==> src/rtl/clk_gate_ctrl.sv <==
// Multi-channel glitch-free clock gating controller: per-channel OFF/WAKE/ON FSM
// with idle auto-gating, wake acknowledge and a scan override on a latch+AND gate.

module clk_gate_ch #(
  parameter int IDLE_CYCLES = 16,
  parameter int WAKE_CYCLES = 2
) (
  input  logic clk,
  input  logic rst_n,
  input  logic test_en,
  input  logic en_s,
  input  logic busy_s,
  output logic gclk,
  output logic ack,
  output logic gated
);
  localparam int IW = $clog2(IDLE_CYCLES + 1);
  localparam int WW = $clog2(WAKE_CYCLES + 1);

  typedef enum logic [1:0] {S_OFF, S_WAKE, S_ON} state_t;

  state_t        state, state_nxt;
  logic [IW-1:0] idle_cnt, idle_nxt;
  logic [WW-1:0] wake_cnt, wake_nxt;
  logic          ge;
  logic          latch_q;

  always_comb begin
    state_nxt = state;
    idle_nxt  = idle_cnt;
    wake_nxt  = wake_cnt;
    case (state)
      S_OFF: begin
        if (en_s && busy_s) begin
          state_nxt = S_WAKE;
          wake_nxt  = '0;
        end
      end
      S_WAKE: begin
        // Wake always runs to completion; inputs are ignored until ON.
        if (wake_cnt == WW'(WAKE_CYCLES - 1)) begin
          state_nxt = S_ON;
          wake_nxt  = '0;
          idle_nxt  = '0;
        end else begin
          wake_nxt = wake_cnt + WW'(1);
        end
      end
      S_ON: begin
        if (busy_s) begin
          idle_nxt = '0;
        end else if (!en_s) begin
          state_nxt = S_OFF;
          idle_nxt  = '0;
        end else if (idle_cnt == IW'(IDLE_CYCLES - 1)) begin
          state_nxt = S_OFF;
          idle_nxt  = '0;
        end else begin
          idle_nxt = idle_cnt + IW'(1);
        end
      end
      default: state_nxt = S_OFF;
    endcase
  end

  always_ff @(posedge clk or negedge rst_n) begin
    if (!rst_n) begin
      state    <= S_OFF;
      idle_cnt <= '0;
      wake_cnt <= '0;
      ge       <= 1'b0;
      ack      <= 1'b0;
      gated    <= 1'b1;
    end else begin
      state    <= state_nxt;
      idle_cnt <= idle_nxt;
      wake_cnt <= wake_nxt;
      ge       <= (state_nxt != S_OFF);
      ack      <= (state_nxt == S_ON);
      gated    <= (state_nxt == S_OFF);
    end
  end

  // Latch only follows while clk is low, so the AND can never chop a high phase.
  always_latch begin
    if (!rst_n)
      latch_q <= 1'b0;
    else if (!clk)
      latch_q <= ge | test_en;
  end

  assign gclk = clk & latch_q;

endmodule

module clk_gate_ctrl #(
  parameter int NCH         = 4,
  parameter int IDLE_CYCLES = 16,
  parameter int WAKE_CYCLES = 2,
  parameter int SYNC_STAGES = 2
) (
  input  logic           clk,
  input  logic           rst_n,
  input  logic           test_en,
  input  logic [NCH-1:0] en_req,
  input  logic [NCH-1:0] busy,
  output logic [NCH-1:0] gclk,
  output logic [NCH-1:0] ack,
  output logic [NCH-1:0] gated,
  output logic           all_gated
);
  logic [NCH-1:0] en_s, busy_s;

  if (SYNC_STAGES == 0) begin : g_nosync
    assign en_s   = en_req;
    assign busy_s = busy;
  end else begin : g_sync
    logic [SYNC_STAGES-1:0][NCH-1:0] en_ff, busy_ff;

    always_ff @(posedge clk or negedge rst_n) begin
      if (!rst_n) begin
        en_ff   <= '0;
        busy_ff <= '0;
      end else begin
        en_ff[0]   <= en_req;
        busy_ff[0] <= busy;
        for (int i = 1; i < SYNC_STAGES; i++) begin
          en_ff[i]   <= en_ff[i-1];
          busy_ff[i] <= busy_ff[i-1];
        end
      end
    end

    assign en_s   = en_ff[SYNC_STAGES-1];
    assign busy_s = busy_ff[SYNC_STAGES-1];
  end

  for (genvar c = 0; c < NCH; c++) begin : g_ch
    clk_gate_ch #(
      .IDLE_CYCLES(IDLE_CYCLES),
      .WAKE_CYCLES(WAKE_CYCLES)
    ) u_ch (
      .clk    (clk),
      .rst_n  (rst_n),
      .test_en(test_en),
      .en_s   (en_s[c]),
      .busy_s (busy_s[c]),
      .gclk   (gclk[c]),
      .ack    (ack[c]),
      .gated  (gated[c])
    );
  end

  assign all_gated = &gated;

endmodule

==> config.mk <==
export PLATFORM = sky130hd
export DESIGN_NAME = clk_gate_ctrl
export DESIGN_NICKNAME = d
export VERILOG_FILES = /design/src/rtl/clk_gate_ctrl.sv
export SDC_FILE = /design/constraint.sdc
export NUM_CORES = 1
export LEC_CHECK = 0
export ABC_CLOCK_PERIOD_IN_PS = 3600
export CORE_MARGIN = 5
export CORE_UTILIZATION = 35
export CTS_CLUSTER_SIZE = 24
export DETAILED_ROUTE_END_ITERATION = 10
export PLACE_DENSITY = 0.56
export SYNTH_ARGS = -nofsm -noshare
export SYNTH_HDL_FRONTEND = slang
export SYNTH_HIERARCHICAL = 1
export SYNTH_SLANG_ARGS = --single-unit
==> constraint.sdc <==
create_clock -name clk -period 3.6 [get_ports clk]
set_input_delay 0.72 -clock clk [delete_from_list [all_inputs] [get_ports clk]]
set_output_delay 0.72 -clock clk [all_outputs]
set_load 0.05 [all_outputs]
---- Word-level counts from Yosys, hierarchy flattened ----
Cells that the tools add are included.
storage, ports and cells
  flip-flop bits (word level) ............. 64
  latch bits .............................. 4
  input bits .............................. 11
  output and inout bits ................... 13
  logic and storage cells ................. 175
cells by class
  $add $sub $neg .......................... 8
  equal/unequal tests ..................... 28
  muxes and demuxes ....................... 66
  bitwise gates (word level) .............. 8
  reductions and logical operators ........ 33
operators with widths
  operator                                                                 count
  5-bit 2-to-1 mux                                                         16
  2-bit 2-to-1 mux                                                         28
  5-bit case mux with 2 select lines                                       4
  2-bit case mux with 3 select lines                                       4
  2-bit nonzero test                                                       12
  5-bit by 1-bit adder with 5-bit output, second input constant            4
  5-bit by 4-bit equality test with 1-bit output, second input constant    4
  2-bit by 1-bit equality test with 1-bit output, second input constant    8
  2-bit equality test, second input constant                               8
  2-bit zero test                                                          8
  2-bit by 1-bit inequality test with 1-bit output, second input constant  8
  2-bit case mux with 2 select lines                                       4
  2-bit AND reduction                                                      8
  1-bit 2-to-1 mux                                                         10
  2-bit by 1-bit adder with 2-bit output, second input constant            4
  1-bit AND                                                                4
  1-bit logical AND                                                        4
  1-bit bitwise OR                                                         4
  4-bit AND reduction                                                      1

---- Logic depth before layout (Yosys ltp) ----
Gate-level depths: netlist (run 1).
  word-level depth ........................ 6
  mapped depth ............................ 4

---- Hierarchy ----
Netlist (run 1), hierarchy kept.
modules (own cells, without submodules)
  module         times used  cells an instance  area each (um2)  seq. area each (um2)
  clk_gate_ch    4           55                 621.8            301.5
  clk_gate_ctrl  1           17                 409.1            400.4

==> flow_summary.html, run 1 <==
<table>
<tr><th>Metric</th><th>Value</th></tr>
<tr><th colspan="2">Status</th></tr>
<tr><td>Outcome</td><td>completed</td></tr>
<tr><th colspan="2">Critical path</th></tr>
<tr><td>Reg-to-reg setup timing slack</td><td>1.25 ns</td></tr>
<tr><td>Startpoint kind of the worst setup timing path</td><td>latch</td></tr>
<tr><td>Kind of critical path</td><td>latch to output port</td></tr>
<tr><td>Cell with the largest stage delay on the worst path</td><td>sky130_fd_sc_hd__dlxtp_1</td></tr>
<tr><td>Count of cells along the worst register-to-register path</td><td>1</td></tr>
<tr><td>Endpoint of the most critical register-to-register path</td><td>g_ch[1].u_ch/latch_q</td></tr>
<tr><td>Longest individual stage delay on the worst path</td><td>0.32 ns</td></tr>
<tr><td>FF-to-FF Start</td><td>g_ch[1].u_ch/ge</td></tr>
<tr><td>Sequence of cells on the critical path</td><td>and2_4 -&gt; buf_8</td></tr>
<tr><td>Crit path arrival time</td><td>2.84 ns</td></tr>
<tr><td>Largest fanout on the critical path</td><td>1</td></tr>
<tr><td>Worst Path Required</td><td>2.88 ns</td></tr>
<tr><td>Worst Setup End Kind</td><td>output port</td></tr>
<tr><th colspan="2">Cells and area</th></tr>
<tr><td>Final Cell Area</td><td>3540 µm²</td></tr>
<tr><td># diodes</td><td>0</td></tr>
<tr><td>Final design utilization</td><td>43.5%</td></tr>
<tr><td>Area Overhead vs Synth</td><td>22.1%</td></tr>
<tr><td>Final standard cell count with taps included and fillers excluded</td><td>383</td></tr>
<tr><td>Fraction of final layout cells sized beyond drive strength 1</td><td>15.1%</td></tr>
<tr><td>Layout net count</td><td>288</td></tr>
<tr><th colspan="2">Power and ir drop</th></tr>
<tr><td>IR Drop Worst-Case VDD</td><td>0.228 mV</td></tr>
<tr><td>Pwr per Cell Area</td><td>783 nW/µm²</td></tr>
<tr><td>Design Power</td><td>2.77 mW</td></tr>
<tr><td>Static Leakage</td><td>1.51 nW</td></tr>
<tr><th colspan="2">Route</th></tr>
<tr><td>Number of nets with antenna violations after detailed routing</td><td>0</td></tr>
<tr><td>Total wire length after detailed routing</td><td>5.25 mm</td></tr>
<tr><td>Via-to-Cell Ratio</td><td>5.04</td></tr>
<tr><td>Pre-Repair DR Iteration Count</td><td>4</td></tr>
<tr><td>Drc violations</td><td>0</td></tr>
<tr><td>Via count</td><td>1931</td></tr>
<tr><td>Initial DRC Count</td><td>69</td></tr>
<tr><td>Avg WL per Cell</td><td>13.7 µm</td></tr>
<tr><th colspan="2">CTS</th></tr>
<tr><td>Clock tree from TritonCTS</td><td>done</td></tr>
<tr><td>Clock-pin slew of the registers on the worst-case setup and hold paths</td><td>0.08 ns</td></tr>
<tr><td>Clock insertion delay at the later pin of the skew report</td><td>0.44 ns</td></tr>
<tr><th colspan="2">Worst hold path</th></tr>
<tr><td>Hold Path Stages</td><td>0</td></tr>
<tr><td>End point of the most critical hold path</td><td>en_s[3]</td></tr>
<tr><td>Path category of the worst min-delay check</td><td>flop to flop</td></tr>
<tr><td>Min-Delay Startpoint</td><td>g_sync.en_ff[3]</td></tr>
<tr><th colspan="2">Floorplan</th></tr>
<tr><td>Initial Util</td><td>35.6%</td></tr>
<tr><td>Area of the die</td><td>10200 µm²</td></tr>
<tr><td>Die Span X</td><td>101 µm</td></tr>
<tr><td>Rows</td><td>33</td></tr>
<tr><td>Area of the placeable core</td><td>8130 µm²</td></tr>
<tr><td>Die height</td><td>101 µm</td></tr>
<tr><td>IO Count</td><td>24</td></tr>
<tr><th colspan="2">Placement</th></tr>
<tr><td>Number of placed cells counting well taps</td><td>359</td></tr>
<tr><td>HPWL reported at the end of detailed placement</td><td>3.47 mm</td></tr>
<tr><td>Placement Cell Area</td><td>3200 µm²</td></tr>
<tr><td>Count of port buffers added during placement</td><td>23</td></tr>
<tr><td>Worst Setup Slack post-DPL</td><td>-0.0992 ns</td></tr>
<tr><td>Gp weighted congestion</td><td>0.707</td></tr>
<tr><th colspan="2">GRT</th></tr>
<tr><td>Initial antenna violation count</td><td>0</td></tr>
<tr><td>Largest net degree at the start of global routing</td><td>55</td></tr>
<tr><td>Wire length of the first global-routing pass</td><td>9.45 mm</td></tr>
<tr><td>Vias in the first global route</td><td>1978</td></tr>
<tr><td>Overall track demand over capacity in global routing</td><td>12.2%</td></tr>
<tr><td>Overflow after GRT</td><td>0</td></tr>
<tr><th colspan="2">Timing</th></tr>
<tr><td>Tightest hold margin</td><td>0.351 ns</td></tr>
<tr><td>Total setup violations reported at the end of the flow</td><td>0</td></tr>
<tr><td>Pin slew with the least headroom to its limit</td><td>0.658 ns</td></tr>
<tr><td>Unrepaired setup endpoints after global routing</td><td>yes</td></tr>
<tr><td>Max_slew headroom</td><td>56.1%</td></tr>
<tr><td>Setup TNS</td><td>0 ns</td></tr>
<tr><td>Final Hold Violating Endpoints</td><td>0</td></tr>
<tr><td>Post-route setup slack</td><td>0.0424 ns</td></tr>
<tr><td>Skew final</td><td>0.0634 ns</td></tr>
<tr><td>Number of max-slew violations in the final report</td><td>0</td></tr>
<tr><th colspan="2">Synth</th></tr>
<tr><td>Synthesized instance count</td><td>237</td></tr>
<tr><td>Fraction of post-synthesis cell area in the top cell type by area</td><td>51.8%</td></tr>
<tr><td>Leading register cell type out of synthesis</td><td>sky130_fd_sc_hd__dfrtp_1</td></tr>
<tr><td>Total nets after synthesis</td><td>252</td></tr>
<tr><td>Avg Cell Area, Syn</td><td>12.2 µm²</td></tr>
<tr><td>Count of distinct cell types in the synthesized netlist</td><td>30</td></tr>
<tr><td>Number of register bits inferred by synthesis</td><td>68</td></tr>
<tr><td>Count leader, synth</td><td>sky130_fd_sc_hd__dfrtp_1</td></tr>
<tr><td>Post-synth EDFFs</td><td>0</td></tr>
<tr><td>Main area contributors after synthesis</td><td>sky130_fd_sc_hd__dfrtp_1 52%, sky130_fd_sc_hd__dfstp_2 3.6%, sky130_fd_sc_hd__a311o_1 2.8%, sky130_fd_sc_hd__nand2b_1 2.6%, sky130_fd_sc_hd__and3b_1 2.4%</td></tr>
<tr><td>Async set-reset flop share out of synthesis</td><td>94.1%</td></tr>
<tr><td>Post-synth design cell area</td><td>2900 µm²</td></tr>
<tr><td>Biggest area consumer among synthesized cells</td><td>sky130_fd_sc_hd__dfrtp_1</td></tr>
<tr><td>Number of warnings printed during yosys synthesis</td><td>6</td></tr>
<tr><th colspan="2">Run</th></tr>
<tr><td>Number of maximum-capacitance violations</td><td>0</td></tr>
</table>
## how the worst max path moves through the flow
stage	endpoint	from	slack (ns)
after floorplan	gclk[0]	g_ch[0].u_ch/latch_q	0.38
after global placement	gclk[3]	g_ch[3].u_ch/latch_q	-0.09
after detailed placement	gclk[0]	g_ch[0].u_ch/latch_q	-0.1
after CTS	gclk[0]	g_ch[0].u_ch/latch_q	0.01
after global routing	gclk[0]	g_ch[0].u_ch/latch_q	-0.007
final	gclk[0]	g_ch[0].u_ch/latch_q	0.04
## layer usage
metal | global-route usage [%] | vias to the layer above | share of wire [%]
met1 | 15.1 | 923 | 48
li1 | - | 955 | -
met2 | 16.2 | 40 | 45
met5 | 0 | - | 0
met3 | 6.71 | 13 | 5.5
met4 | 8.08 | 0 | 2.1
## critical path, delay by kind of cell, from the launching register on
kind / cells / cell delay (ns)
latches: 1 / 0.32
AND/OR/NAND/NOR: 1 / 0.15
buffers and inverters: 1 / 0.14
## cell usage in the layout, fill, tap and decap left out, types with 8 or more instances in the layout
master                            Yosys  layout
sky130_fd_sc_hd__nor2b_1              8       8
sky130_fd_sc_hd__a21oi_1             12      12
sky130_fd_sc_hd__nand3_1             12      12
sky130_fd_sc_hd__clkbuf_8             0      14
sky130_fd_sc_hd__a22oi_1              8       8
sky130_fd_sc_hd__o21ai_0             12      12
sky130_fd_sc_hd__nand2b_1            12      12
sky130_fd_sc_hd__a311o_1              8       8
sky130_fd_sc_hd__clkdlybuf4s50_1      0      18
sky130_fd_sc_hd__nand2_1             12      12
sky130_fd_sc_hd__and3b_1              8       8
sky130_fd_sc_hd__nor2_1               8       8
sky130_fd_sc_hd__o21a_1               8       8
sky130_fd_sc_hd__dfrtp_1             60      60
## layout make-up
type | instances | area [µm²]
inverters | 4 | 15.0
repair buffers | 24 | 230
clock buffers | 18 | 241
well taps | 105 | 131
clock inverters | 7 | 96.3
multi-input cells | 157 | 1150
flip-flops and latches | 68 | 1670
fillers | 760 | 4600
## where the power goes
group          switching [mW]  internal, mW  leakage (nW)
clock                   0.430         0.573         0.186
combinational           0.379         0.316         0.475
sequential              0.164         0.908         0.847
## registers in the layout, indices dropped and copies added (netlist names)
| register | flops |
|---|---|
| g_ch.u_ch/wake_cnt | 8 |
| g_ch.u_ch/state | 8 |
| g_ch.u_ch/ge | 4 |
| g_ch.u_ch/gated | 4 |
| g_sync.en_ff | 4 |
| busy_s | 4 |
| g_sync.busy_ff | 4 |
| en_s | 4 |
| g_ch.u_ch/ack | 4 |
| g_ch.u_ch/latch_q | 4 |
| g_ch.u_ch/idle_cnt | 20 |
## timing repair
action	in CTS	in global routing
hold endpoints to repair	4	0
hold buffers	3	0
gates cloned	0	0
gates resized for setup	26	5
endpoints found under the setup margin	8	8
pin swaps	0	1
buffers inserted	0	0
## cell families after synthesis
logic type	synth area share (%)
mux	1.38
compound gates	16.1
xor+xnor	1.21
fa+ha+maj	1.73
flops	55.5
simple gates	19.3
latches	2.07
buf+inv	2.76
No activity file was read; power rests on OpenSTA's default activity.
==> inputs of run 2 (changes only) <==
- CORE_UTILIZATION: 35 -> 55
- CTS_BUF_LIST: default -> sky130_fd_sc_hd__clkbuf_4 sky130_fd_sc_hd__clkbuf_8 sky130_fd_sc_hd__clkbuf_16
- PLACE_DENSITY: 0.56 -> 0.79
==> run 2 against run 1 <==
  * Largest power group unchanged
  * Non-clock buffer count is the same
  * Cell count fell by 9.7%
  * Count of clock-buffer cells in the layout rose by 4
  * Sequential power about the same
  * Setup slack got worse by 0.0043 ns
==> flow_summary.html, run 2 (same netlist as run 1, synthesis figures left out) <==
<table>
<tr><th>Metric</th><th>Value</th></tr>
<tr><th colspan="2">Cells and area</th></tr>
<tr><td>Multi-input logic area</td><td>1150 µm² (unchanged)</td></tr>
<tr><td>Fraction of final layout cells sized beyond drive strength 1</td><td>14.9% (was 15.1%)</td></tr>
<tr><td>Top reg by flops</td><td>g_ch.u_ch/idle_cnt (unchanged)</td></tr>
<tr><td># diodes</td><td>0 (unchanged)</td></tr>
<tr><td>Largest registers ranked by flip-flop count</td><td>g_ch.u_ch/idle_cnt: 20 flops, g_ch.u_ch/state: 8 flops, g_ch.u_ch/wake_cnt: 8 flops (unchanged)</td></tr>
<tr><td>Flip-flop count of the largest register after layout</td><td>20 (unchanged)</td></tr>
<tr><td>Commonest cells after routing, fill and taps aside</td><td>60 x sky130_fd_sc_hd__dfrtp_1, 18 x sky130_fd_sc_hd__clkdlybuf4s50_1, 15 x sky130_fd_sc_hd__clkbuf_8 (was 60 x sky130_fd_sc_hd__dfrtp_1, 18 x sky130_fd_sc_hd__clkdlybuf4s50_1, 14 x sky130_fd_sc_hd__clkbuf_8)</td></tr>
<tr><td>Most common library cell in the layout ignoring fill and taps</td><td>sky130_fd_sc_hd__dfrtp_1 (unchanged)</td></tr>
<tr><td>Filler cells</td><td>386 (was 760)</td></tr>
<tr><td>Area Overhead vs Synth</td><td>18.3% (was 22.1%)</td></tr>
<tr><td>Layout net count</td><td>288 (unchanged)</td></tr>
<tr><td>Total area of sequential cells</td><td>1670 µm² (unchanged)</td></tr>
<tr><td>Final Cell Area</td><td>3430 µm² (was 3540 µm²)</td></tr>
<tr><th colspan="2">GRT</th></tr>
<tr><td>Overflow after GRT</td><td>0 (unchanged)</td></tr>
<tr><td>Vias in the first global route</td><td>1871 (was 1978)</td></tr>
<tr><td>Initial antenna violation count</td><td>0 (unchanged)</td></tr>
<tr><td>Wire length of the first global-routing pass</td><td>8.69 mm (was 9.45 mm)</td></tr>
<tr><td>Overall track demand over capacity in global routing</td><td>18.0% (was 12.2%)</td></tr>
<tr><td>Largest net degree at the start of global routing</td><td>28 (was 55)</td></tr>
<tr><th colspan="2">Timing</th></tr>
<tr><td>Skew final</td><td>0.0531 ns (was 0.0634 ns)</td></tr>
<tr><td>Pin slew with the least headroom to its limit</td><td>0.541 ns (was 0.658 ns)</td></tr>
<tr><td>Tightest hold margin</td><td>0.0808 ns (was 0.351 ns)</td></tr>
<tr><td>Post-route setup slack</td><td>0.0381 ns (was 0.0424 ns)</td></tr>
<tr><td>Unrepaired setup endpoints after global routing</td><td>yes (unchanged)</td></tr>
<tr><td>Setup TNS</td><td>0 ns (unchanged)</td></tr>
<tr><td>Final Hold Violating Endpoints</td><td>0 (unchanged)</td></tr>
<tr><td>Total setup violations reported at the end of the flow</td><td>0 (unchanged)</td></tr>
<tr><td>Max_slew headroom</td><td>63.8% (was 56.1%)</td></tr>
<tr><td>Number of max-slew violations in the final report</td><td>0 (unchanged)</td></tr>
<tr><th colspan="2">Placement</th></tr>
<tr><td>Gp weighted congestion</td><td>0.797 (was 0.707)</td></tr>
<tr><td>Worst Setup Slack post-DPL</td><td>-0.110 ns (was -0.0992 ns)</td></tr>
<tr><td>Placement Cell Area</td><td>3170 µm² (was 3200 µm²)</td></tr>
<tr><td>Count of port buffers added during placement</td><td>23 (unchanged)</td></tr>
<tr><td>HPWL reported at the end of detailed placement</td><td>3.35 mm (was 3.47 mm)</td></tr>
<tr><th colspan="2">Power and ir drop</th></tr>
<tr><td>Design Power</td><td>2.62 mW (was 2.77 mW)</td></tr>
<tr><td>IR Drop Worst-Case VDD</td><td>0.417 mV (was 0.228 mV)</td></tr>
<tr><td>Part of the total power dissipated in sequential elements</td><td>41.1% (was 38.7%)</td></tr>
<tr><td>Pwr per Cell Area</td><td>764 nW/µm² (was 783 nW/µm²)</td></tr>
<tr><td>Switching part of the total</td><td>35.6% (was 35.1%)</td></tr>
<tr><td>Share of power burned in the clock network</td><td>32.5% (was 36.2%)</td></tr>
<tr><td>Power share of the combinational group</td><td>26.4% (was 25.1%)</td></tr>
<tr><td>Switch Pwr</td><td>933 µW (was 973 µW)</td></tr>
<tr><td>Total internal power</td><td>1.69 mW (was 1.80 mW)</td></tr>
<tr><td>Static Leakage</td><td>1.50 nW (was 1.51 nW)</td></tr>
<tr><th colspan="2">Worst hold path</th></tr>
<tr><td>Path category of the worst min-delay check</td><td>primary input to clock gate (was flop to flop)</td></tr>
<tr><th colspan="2">Floorplan</th></tr>
<tr><td>Initial Util</td><td>56.7% (was 35.6%)</td></tr>
<tr><td>Die Span X</td><td>82.6 µm (was 101 µm)</td></tr>
<tr><td>IO Count</td><td>24 (unchanged)</td></tr>
<tr><td>Area of the die</td><td>6820 µm² (was 10200 µm²)</td></tr>
<tr><td>Rows</td><td>26 (was 33)</td></tr>
<tr><td>Area of the placeable core</td><td>5110 µm² (was 8130 µm²)</td></tr>
<tr><td>Die height</td><td>82.6 µm (was 101 µm)</td></tr>
<tr><th colspan="2">Run</th></tr>
<tr><td>Number of maximum-capacitance violations</td><td>0 (unchanged)</td></tr>
<tr><th colspan="2">Critical path</th></tr>
<tr><td>CP Launch Point</td><td>g_ch[3].u_ch/latch_q (was g_ch[0].u_ch/latch_q)</td></tr>
<tr><td>Worst Setup End Kind</td><td>output port (unchanged)</td></tr>
<tr><td>Endpoint of the most critical register-to-register path</td><td>g_ch[2].u_ch/latch_q (was g_ch[1].u_ch/latch_q)</td></tr>
<tr><td>Largest fanout on the critical path</td><td>1 (unchanged)</td></tr>
<tr><td>Reg-to-reg setup timing slack</td><td>1.26 ns (was 1.25 ns)</td></tr>
<tr><td>Worst Path Required</td><td>2.88 ns (about the same)</td></tr>
<tr><td>Count of cells along the worst register-to-register path</td><td>1 (unchanged)</td></tr>
<tr><td>Kind of critical path</td><td>latch to output port (unchanged)</td></tr>
<tr><td>Crit path arrival time</td><td>2.84 ns (about the same)</td></tr>
<tr><td>FF-to-FF Start</td><td>g_ch[2].u_ch/ge (was g_ch[1].u_ch/ge)</td></tr>
<tr><td>Startpoint kind of the worst setup timing path</td><td>latch (unchanged)</td></tr>
<tr><td>End of the critical path</td><td>gclk[3] (was gclk[0])</td></tr>
<tr><th colspan="2">Route</th></tr>
<tr><td>Pre-Repair DR Iteration Count</td><td>4 (unchanged)</td></tr>
<tr><td>Number of nets with antenna violations after detailed routing</td><td>0 (unchanged)</td></tr>
<tr><td>Via-to-Cell Ratio</td><td>5.61 (was 5.04)</td></tr>
<tr><td>Total wire length after detailed routing</td><td>5.08 mm (was 5.25 mm)</td></tr>
<tr><td>Avg WL per Cell</td><td>14.7 µm (was 13.7 µm)</td></tr>
<tr><td>Via count</td><td>1942 (was 1931)</td></tr>
<tr><td>Initial DRC Count</td><td>115 (was 69)</td></tr>
<tr><td>Drc violations</td><td>0 (unchanged)</td></tr>
<tr><th colspan="2">CTS</th></tr>
<tr><td>Number of setup buffers added after CTS</td><td>0 (unchanged)</td></tr>
<tr><td>Clock insertion delay at the later pin of the skew report</td><td>0.43 ns (was 0.44 ns)</td></tr>
<tr><td>Clock tree from TritonCTS</td><td>done (unchanged)</td></tr>
<tr><td>Clock-pin slew of the registers on the worst-case setup and hold paths</td><td>0.05 ns (was 0.08 ns)</td></tr>
<tr><th colspan="2">Status</th></tr>
<tr><td>Outcome</td><td>completed (unchanged)</td></tr>
</table>
## run 2: layout make-up
| class | instances | share of cell area [%] |
|---|---|---|
| Sequential cell | 68 | 48.6 |
| Multi-Input combinational cell | 157 | 33.7 |
| Clock buffer | 22 | 7.89 |
| Timing Repair Buffer | 24 | 6.64 |
| Tap cell | 70 | 2.56 |
| Inverter | 4 | 0.438 |
| Clock inverter | 1 | 0.146 |
## run 2: critical path: stages (launching register included)
cell                      delay [ns]
sky130_fd_sc_hd__dlxtp_1        0.31
sky130_fd_sc_hd__and2_1         0.14
sky130_fd_sc_hd__buf_6          0.16
## run 2: through the flow
stage / utilization (%) / std cells
after floorplan: - / 237
after global placement: 62.0 / 325
after detailed placement: 62.0 / 325
after CTS: 66.9 / 346
after global routing: 67.1 / 346
final: 67.1 / 346
## run 2: timing repair
item,CTS,global route
setup endpoints to repair,8,4
endpoints found under the hold margin,4,0
resized for setup,26,3
hold buffers,2,0
## run 2: worst min path at each step
stage	slack (ns)	startpoint	end	cells past startpoint
after floorplan	-1.08	rst_n	clock gate	0
after global placement	-0.70	rst_n	clock gate	2
after detailed placement	-0.69	rst_n	clock gate	2
after CTS	0.07	rst_n	clock gate	4
after global routing	0.11	rst_n	clock gate	4
final	0.08	rst_n	clock gate	4
## run 2: layer usage
metal | GRT usage (%) | part of all wire [%]
met2 | 24.6 | 45
met5 | 0 | 0
met1 | 21.9 | 47
met4 | 16.2 | 3.3
met3 | 6.72 | 4.8
## run 2: power groups by stage
stage          Clock [mW]  Sequential [mW]  Combinational [mW]
6_report            0.852             1.08               0.691
5_1_grt             0.921             1.11               0.756
4_1_cts             0.872             1.07               0.701
3_5_place_dp        0.134             1.08               0.696
3_3_place_gp        0.134             1.07               0.680
2_1_floorplan      0.0972             1.14               0.473
==> inputs of run 3 (changes only) <==
- ABC_CLOCK_PERIOD_IN_PS: 3600 -> 4070
- PLACE_DENSITY: 0.79 -> 0.78
- clock period: 3.6 -> 4.07 ns (I/O delays scaled with it)
==> run 3 against run 2 <==
  * Hold slack better by 0.12 ns
  * Die area stayed put
  * Setup slack better by 0.045 ns
  * Utilization hardly changed
  * Final area hardly changed
  * Combinational power is 12% lower
  * Cell count stayed put
  * Critical endpoint is now gclk[0]
  * Largest cell class unchanged
==> flow_summary.html, run 3 (same netlist as run 1, synthesis figures left out) <==
<table>
<tr><th>Metric</th><th>Value</th></tr>
<tr><th colspan="2">Status</th></tr>
<tr><td>Outcome</td><td>completed (unchanged)</td></tr>
<tr><th colspan="2">Cells and area</th></tr>
<tr><td>Top reg by flops</td><td>g_ch.u_ch/idle_cnt (unchanged)</td></tr>
<tr><td>Commonest cells after routing, fill and taps aside</td><td>60 x sky130_fd_sc_hd__dfrtp_1, 18 x sky130_fd_sc_hd__clkdlybuf4s50_1, 15 x sky130_fd_sc_hd__clkbuf_8 (unchanged)</td></tr>
<tr><td># diodes</td><td>0 (unchanged)</td></tr>
<tr><td>Flip-flop count of the largest register after layout</td><td>20 (unchanged)</td></tr>
<tr><td>Most common library cell in the layout ignoring fill and taps</td><td>sky130_fd_sc_hd__dfrtp_1 (unchanged)</td></tr>
<tr><td>Layout net count</td><td>287 (was 288)</td></tr>
<tr><td>Total area of sequential cells</td><td>1670 µm² (unchanged)</td></tr>
<tr><td>Filler cells</td><td>386 (unchanged)</td></tr>
<tr><td>Multi-input logic area</td><td>1150 µm² (about the same)</td></tr>
<tr><td>Largest registers ranked by flip-flop count</td><td>g_ch.u_ch/idle_cnt: 20 flops, g_ch.u_ch/state: 8 flops, g_ch.u_ch/wake_cnt: 8 flops (unchanged)</td></tr>
<tr><td>Final standard cell count with taps included and fillers excluded</td><td>346 (unchanged)</td></tr>
<tr><td>Fraction of final layout cells sized beyond drive strength 1</td><td>13.8% (was 14.9%)</td></tr>
<tr><td>Area Overhead vs Synth</td><td>18.3% (about the same)</td></tr>
<tr><th colspan="2">Power and ir drop</th></tr>
<tr><td>IR Drop Worst-Case VDD</td><td>0.357 mV (was 0.417 mV)</td></tr>
<tr><td>Design Power</td><td>2.35 mW (was 2.62 mW)</td></tr>
<tr><td>Pwr per Cell Area</td><td>687 nW/µm² (was 764 nW/µm²)</td></tr>
<tr><td>Static Leakage</td><td>1.49 nW (was 1.50 nW)</td></tr>
<tr><th colspan="2">Critical path</th></tr>
<tr><td>Kind of critical path</td><td>latch to output port (unchanged)</td></tr>
<tr><td>Count of cells along the worst register-to-register path</td><td>1 (unchanged)</td></tr>
<tr><td>Largest fanout on the critical path</td><td>1 (unchanged)</td></tr>
<tr><td>Startpoint kind of the worst setup timing path</td><td>latch (unchanged)</td></tr>
<tr><td>Count of buffer and inverter cells on the critical path</td><td>1 (unchanged)</td></tr>
<tr><td>WP depth</td><td>2 (unchanged)</td></tr>
<tr><td>Cell with the largest stage delay on the worst path</td><td>sky130_fd_sc_hd__dlxtp_1 (unchanged)</td></tr>
<tr><td>Crit path arrival time</td><td>3.17 ns (was 2.84 ns)</td></tr>
<tr><td>Longest individual stage delay on the worst path</td><td>0.32 ns (was 0.31 ns)</td></tr>
<tr><td>Family with the most delay on the worst path</td><td>latches (unchanged)</td></tr>
<tr><td>Worst Path Required</td><td>3.26 ns (was 2.88 ns)</td></tr>
<tr><td>Worst Setup End Kind</td><td>output port (unchanged)</td></tr>
<tr><td>Sequence of cells on the critical path</td><td>and2_1 -&gt; buf_2 (was and2_1 -&gt; buf_6)</td></tr>
<tr><th colspan="2">Route</th></tr>
<tr><td>WL met2</td><td>2.35 mm (was 2.27 mm)</td></tr>
<tr><td>Routed wire length on met3</td><td>269 µm (was 245 µm)</td></tr>
<tr><td>Avg WL per Cell</td><td>14.5 µm (was 14.7 µm)</td></tr>
<tr><td>Via-to-Cell Ratio</td><td>5.59 (was 5.61)</td></tr>
<tr><td>Via count</td><td>1933 (was 1942)</td></tr>
<tr><td>Drc violations</td><td>0 (unchanged)</td></tr>
<tr><td>Pre-Repair DR Iteration Count</td><td>4 (unchanged)</td></tr>
<tr><td>Total wire length after detailed routing</td><td>5.03 mm (was 5.08 mm)</td></tr>
<tr><td>M1 wire length</td><td>2.25 mm (was 2.40 mm)</td></tr>
<tr><td>Number of nets with antenna violations after detailed routing</td><td>0 (unchanged)</td></tr>
<tr><td>Highest signal layer in the routed design</td><td>met4 (unchanged)</td></tr>
<tr><td>Initial DRC Count</td><td>104 (was 115)</td></tr>
<tr><th colspan="2">Run</th></tr>
<tr><td>Number of maximum-capacitance violations</td><td>0 (unchanged)</td></tr>
<tr><th colspan="2">Timing</th></tr>
<tr><td>Pin slew with the least headroom to its limit</td><td>0.782 ns (was 0.541 ns)</td></tr>
<tr><td>Total setup violations reported at the end of the flow</td><td>0 (unchanged)</td></tr>
<tr><td>Setup TNS</td><td>0 ns (unchanged)</td></tr>
<tr><td>Number of max-slew violations in the final report</td><td>0 (unchanged)</td></tr>
<tr><td>Max_slew headroom</td><td>47.8% (was 63.8%)</td></tr>
<tr><td>Final Hold Violating Endpoints</td><td>0 (unchanged)</td></tr>
<tr><td>Skew final</td><td>0.0616 ns (was 0.0531 ns)</td></tr>
<tr><td>Unrepaired setup endpoints after global routing</td><td>no (was yes)</td></tr>
<tr><td>Post-route setup slack</td><td>0.0834 ns (was 0.0381 ns)</td></tr>
<tr><th colspan="2">Placement</th></tr>
<tr><td>Number of placed cells counting well taps</td><td>323 (was 325)</td></tr>
<tr><td>Worst Setup Slack post-DPL</td><td>0.0386 ns (was -0.110 ns)</td></tr>
<tr><td>Gp weighted congestion</td><td>0.769 (was 0.797)</td></tr>
<tr><td>Count of port buffers added during placement</td><td>23 (unchanged)</td></tr>
<tr><td>HPWL reported at the end of detailed placement</td><td>3.25 mm (was 3.35 mm)</td></tr>
<tr><th colspan="2">Worst hold path</th></tr>
<tr><td>Hold Path Stages</td><td>4 (unchanged)</td></tr>
<tr><td>Path category of the worst min-delay check</td><td>primary input to clock gate (unchanged)</td></tr>
<tr><th colspan="2">CTS</th></tr>
<tr><td>Clock tree from TritonCTS</td><td>done (unchanged)</td></tr>
<tr><td>Number of setup buffers added after CTS</td><td>0 (unchanged)</td></tr>
<tr><td>Clock insertion delay at the later pin of the skew report</td><td>0.44 ns (was 0.43 ns)</td></tr>
<tr><td>Clock-pin slew of the registers on the worst-case setup and hold paths</td><td>0.09 ns (was 0.05 ns)</td></tr>
<tr><th colspan="2">Floorplan</th></tr>
<tr><td>IO Count</td><td>24 (unchanged)</td></tr>
<tr><td>Area of the die</td><td>6820 µm² (unchanged)</td></tr>
<tr><td>Die height</td><td>82.6 µm (unchanged)</td></tr>
<tr><td>Rows</td><td>26 (unchanged)</td></tr>
<tr><td>Initial Util</td><td>56.7% (unchanged)</td></tr>
<tr><td>Die Span X</td><td>82.6 µm (unchanged)</td></tr>
<tr><td>Area of the placeable core</td><td>5110 µm² (unchanged)</td></tr>
<tr><th colspan="2">GRT</th></tr>
<tr><td>Initial antenna violation count</td><td>0 (unchanged)</td></tr>
<tr><td>Largest net degree at the start of global routing</td><td>67 (was 28)</td></tr>
<tr><td>Overflow after GRT</td><td>0 (unchanged)</td></tr>
<tr><td>Overall track demand over capacity in global routing</td><td>17.3% (was 18.0%)</td></tr>
<tr><td>Wire length of the first global-routing pass</td><td>8.43 mm (was 8.69 mm)</td></tr>
<tr><td>Vias in the first global route</td><td>1953 (was 1871)</td></tr>
</table>
-- run 3: cell types whose count changed in the layout (fill, tap and decap cells not counted), moves of 2 or more --
| cell | previous run | this run |
|---|---|---|
| sky130_fd_sc_hd__and2_4 | 2 | 0 |
| sky130_fd_sc_hd__buf_6 | 3 | 0 |
| sky130_fd_sc_hd__buf_4 | 4 | 1 |
| sky130_fd_sc_hd__and2_1 | 2 | 4 |
| sky130_fd_sc_hd__buf_2 | 1 | 5 |
-- run 3: path summary, 6_finish.rpt --
path / startpoint / end / slack [ns]
max in group asynchronous: rst_n / g_ch[0].u_ch/ge / 1.28
max: g_ch[0].u_ch/latch_q / gclk[0] / 0.08
min in group clk: g_sync.en_ff[3] / en_s[3] / 0.34
min in group asynchronous: rst_n / g_ch[3].u_ch/ge / 0.70
max in group gated: rst_n / clock gate / 1.14
max reg2reg: g_ch[1].u_ch/ge / g_ch[1].u_ch/latch_q / 1.49
min: rst_n / clock gate / 0.20
min reg2reg: g_sync.en_ff[3] / en_s[3] / 0.34
-- run 3: final cells by class --
class	count	share of cell area [%]
Clock inverter	3	1.24
Clock buffer	21	7.05
Sequential cell	68	48.6
Multi-Input combinational cell	157	33.6
Timing Repair Buffer	23	6.50
Inverter	4	0.438
Tap cell	70	2.56
-- run 3: metal layers --
metal,GRT usage (%),vias to the layer above
met2,25.9,38
met1,19.0,939
met3,7.48,15
li1,-,941
met5,0,-
met4,14.2,0
-- run 3: metrics by stage --
step | hold slack, ns | utilization [%] | area [µm²]
final | 0.203 | 67.1 | 3430
after global routing | 0.258 | 67.1 | 3430
after CTS | 0.215 | 67.4 | 3440
after detailed placement | -1.08 | 61.7 | 3150
after global placement | -1.08 | 61.7 | 3150
after floorplan | -1.22 | - | 2900
-- run 3: power by group --
part	switching [mW]	internal (mW)	total, mW
Combinational	0.327	0.279	0.606
Sequential	0.151	0.804	0.955
Clock	0.353	0.439	0.792
Total	0.831	1.52	2.35
-- run 3: tightest hold or removal path, delay by kind of cell --
kind     cells  cell delay, ns
buf+inv      4            1.79
-- run 3: repair_timing --
item / in CTS / in global routing
setup endpoints to repair: 8 / 6
hold buffers: 3 / 0
resized for setup: 15 / 5
hold endpoints to repair: 4 / 0
cloned: 0 / 0
==> RTL change (settings of run 2) <==
Reset style: synchronous (`rst_n`), changed in 2 clocked blocks.
--- a/src/rtl/clk_gate_ctrl.sv
+++ b/src/rtl/clk_gate_ctrl.sv
@@ -64,5 +64,5 @@
   end
 
-  always_ff @(posedge clk or negedge rst_n) begin
+  always_ff @(posedge clk) begin
     if (!rst_n) begin
       state    <= S_OFF;
@@ -118,5 +118,5 @@
     logic [SYNC_STAGES-1:0][NCH-1:0] en_ff, busy_ff;
 
-    always_ff @(posedge clk or negedge rst_n) begin
+    always_ff @(posedge clk) begin
       if (!rst_n) begin
         en_ff   <= '0;
Check against the original RTL: not checked (the comparison handles one clock edge and no latches or derived clocks); the edit may change what the design does.
==> RTL change against run 2 <==
- area after synthesis shrank 4.4%
- clock skew grew 0.014 ns
- critical path depth is the same
- sequential cell count is the same
- routed wire length grew 9.6%
- hold slack gained 0.35 ns
- final cell count grew 15%
- design area shrank 0.91%
- worst setup slack gained 0.021 ns
- highest routed layer unchanged
Power is not compared: it rests on default switching activity, and its combinational part moved more than twofold at a synthesized area within 25%.
==> RTL change: results <==
{
  "hold_end": "g_ch[2].u_ch/idle_cnt[4]$_SDFFE_PN0P_",
  "seq_cell_power_uw": 746,
  "routed_wl_mm": 5.57,
  "buffer_area_share_pct": 8.47,
  "buffers": 29,
  "peakVddDrop_mv": 0.290,
  "place_hpwl_mm": 3.75,
  "area_growth_pct": 22.7,
  "final_nets": 343,
  "gp_congestion": 0.773,
  "rr_worst_depth": 2,
  "whs_ns": 0.427,
  "p_clk_uw": 803,
  "inverters": 8,
  "whs_path_depth": 2,
  "postPlaceCellArea_um2": 3120,
  "yosys-top-cells-area": "dfxtp_1 46%, nand3_1 4.3%, a21oi_1 4.0%, nand2_1 3.8%, and2_2 3.3%",
  "drive_above_1_share_pct": 16.7,
  "synth.distinct_cells": 44,
  "max_slew.worst_pin.slew_ns": 0.513,
  "clkbuf_count": 21,
  "drtPass1Iterations": 4,
  "fin_skew_ns": 0.0672,
  "crit_arrival_ns": 2.82,
  "dp_cells": 375,
  "clock_area_share_pct": 8.07,
  "synthMuxAreaShare_pct": 0,
  "antenna_cells": 0,
  "insertion_delay_ns": 0.45,
  "clkTransAtPathRegs_ns": 0.06,
  "grt_max_degree": 35,
  "multi_input_cells": 203,
  "fillCellCount": 398,
  "seq_area_share_pct": 39.5,
  "multi_input_area_um2": 1380,
  "status": "completed",
  "cpPeakStageDelay_ns": 0.29,
  "via_per_inst": 5.62,
  "io_buffers": 23,
  "async_flop_share_pct": 0,
  "synth_nets": 297,
  "timing.rr.start": "g_ch[2].u_ch/ge$_SDFF_PN0_",
  "syn_inst": 282,
  "worst_slack_ns": 0.0594,
  "drtIter0Drc": 67,
  "grtUsageTotal_pct": 20.0,
  "dpl_worst_slack_ns": -0.0935,
  "reg2reg_slack_ns": 1.33,
  "seqCellArea_um2": 1340,
  "stdcell_count": 397,
  "synth_compound_area_share_pct": 15.4,
  "holdCritStartpoint": "g_ch[2].u_ch/idle_cnt[4]$_SDFFE_PN0P_",
  "hp-class": "flop to flop",
  "synthAdderAreaFrac_pct": 1.81,
  "yosys.area_share.xor_xnor_pct": 1.27,
  "grt_pass1_wl_mm": 9.69
}
==> RTL change: changes by cell type in the layout (fill, tap and decap cells not counted), moves of 10 or more <==
cell | run 2 | this run
and2_2 | 0 | 12
nand2_1 | 12 | 28
dfrtp_1 | 60 | 0
dfxtp_1 | 0 | 64
a21oi_1 | 12 | 22
nand3_1 | 12 | 24
==> RTL change: what timing repair did <==
| action | 4_1_cts | 5_1_grt |
|---|---|---|
| hold buffers | 4 | 0 |
| buffers inserted | 0 | 0 |
| endpoints found under the setup margin | 8 | 6 |
| resized for setup | 25 | 4 |
| endpoints found under the hold margin | 4 | 0 |
==> RTL change: metal layers <==
metal | routed length, um | track usage, % | up-vias
li1 | - | - | 1115
met1 | 2430 | 22.1 | 1042
met2 | 2670 | 29.8 | 55
met3 | 311 | 8.09 | 19
met4 | 163 | 16.6 | 0
met5 | 0 | 0 | -
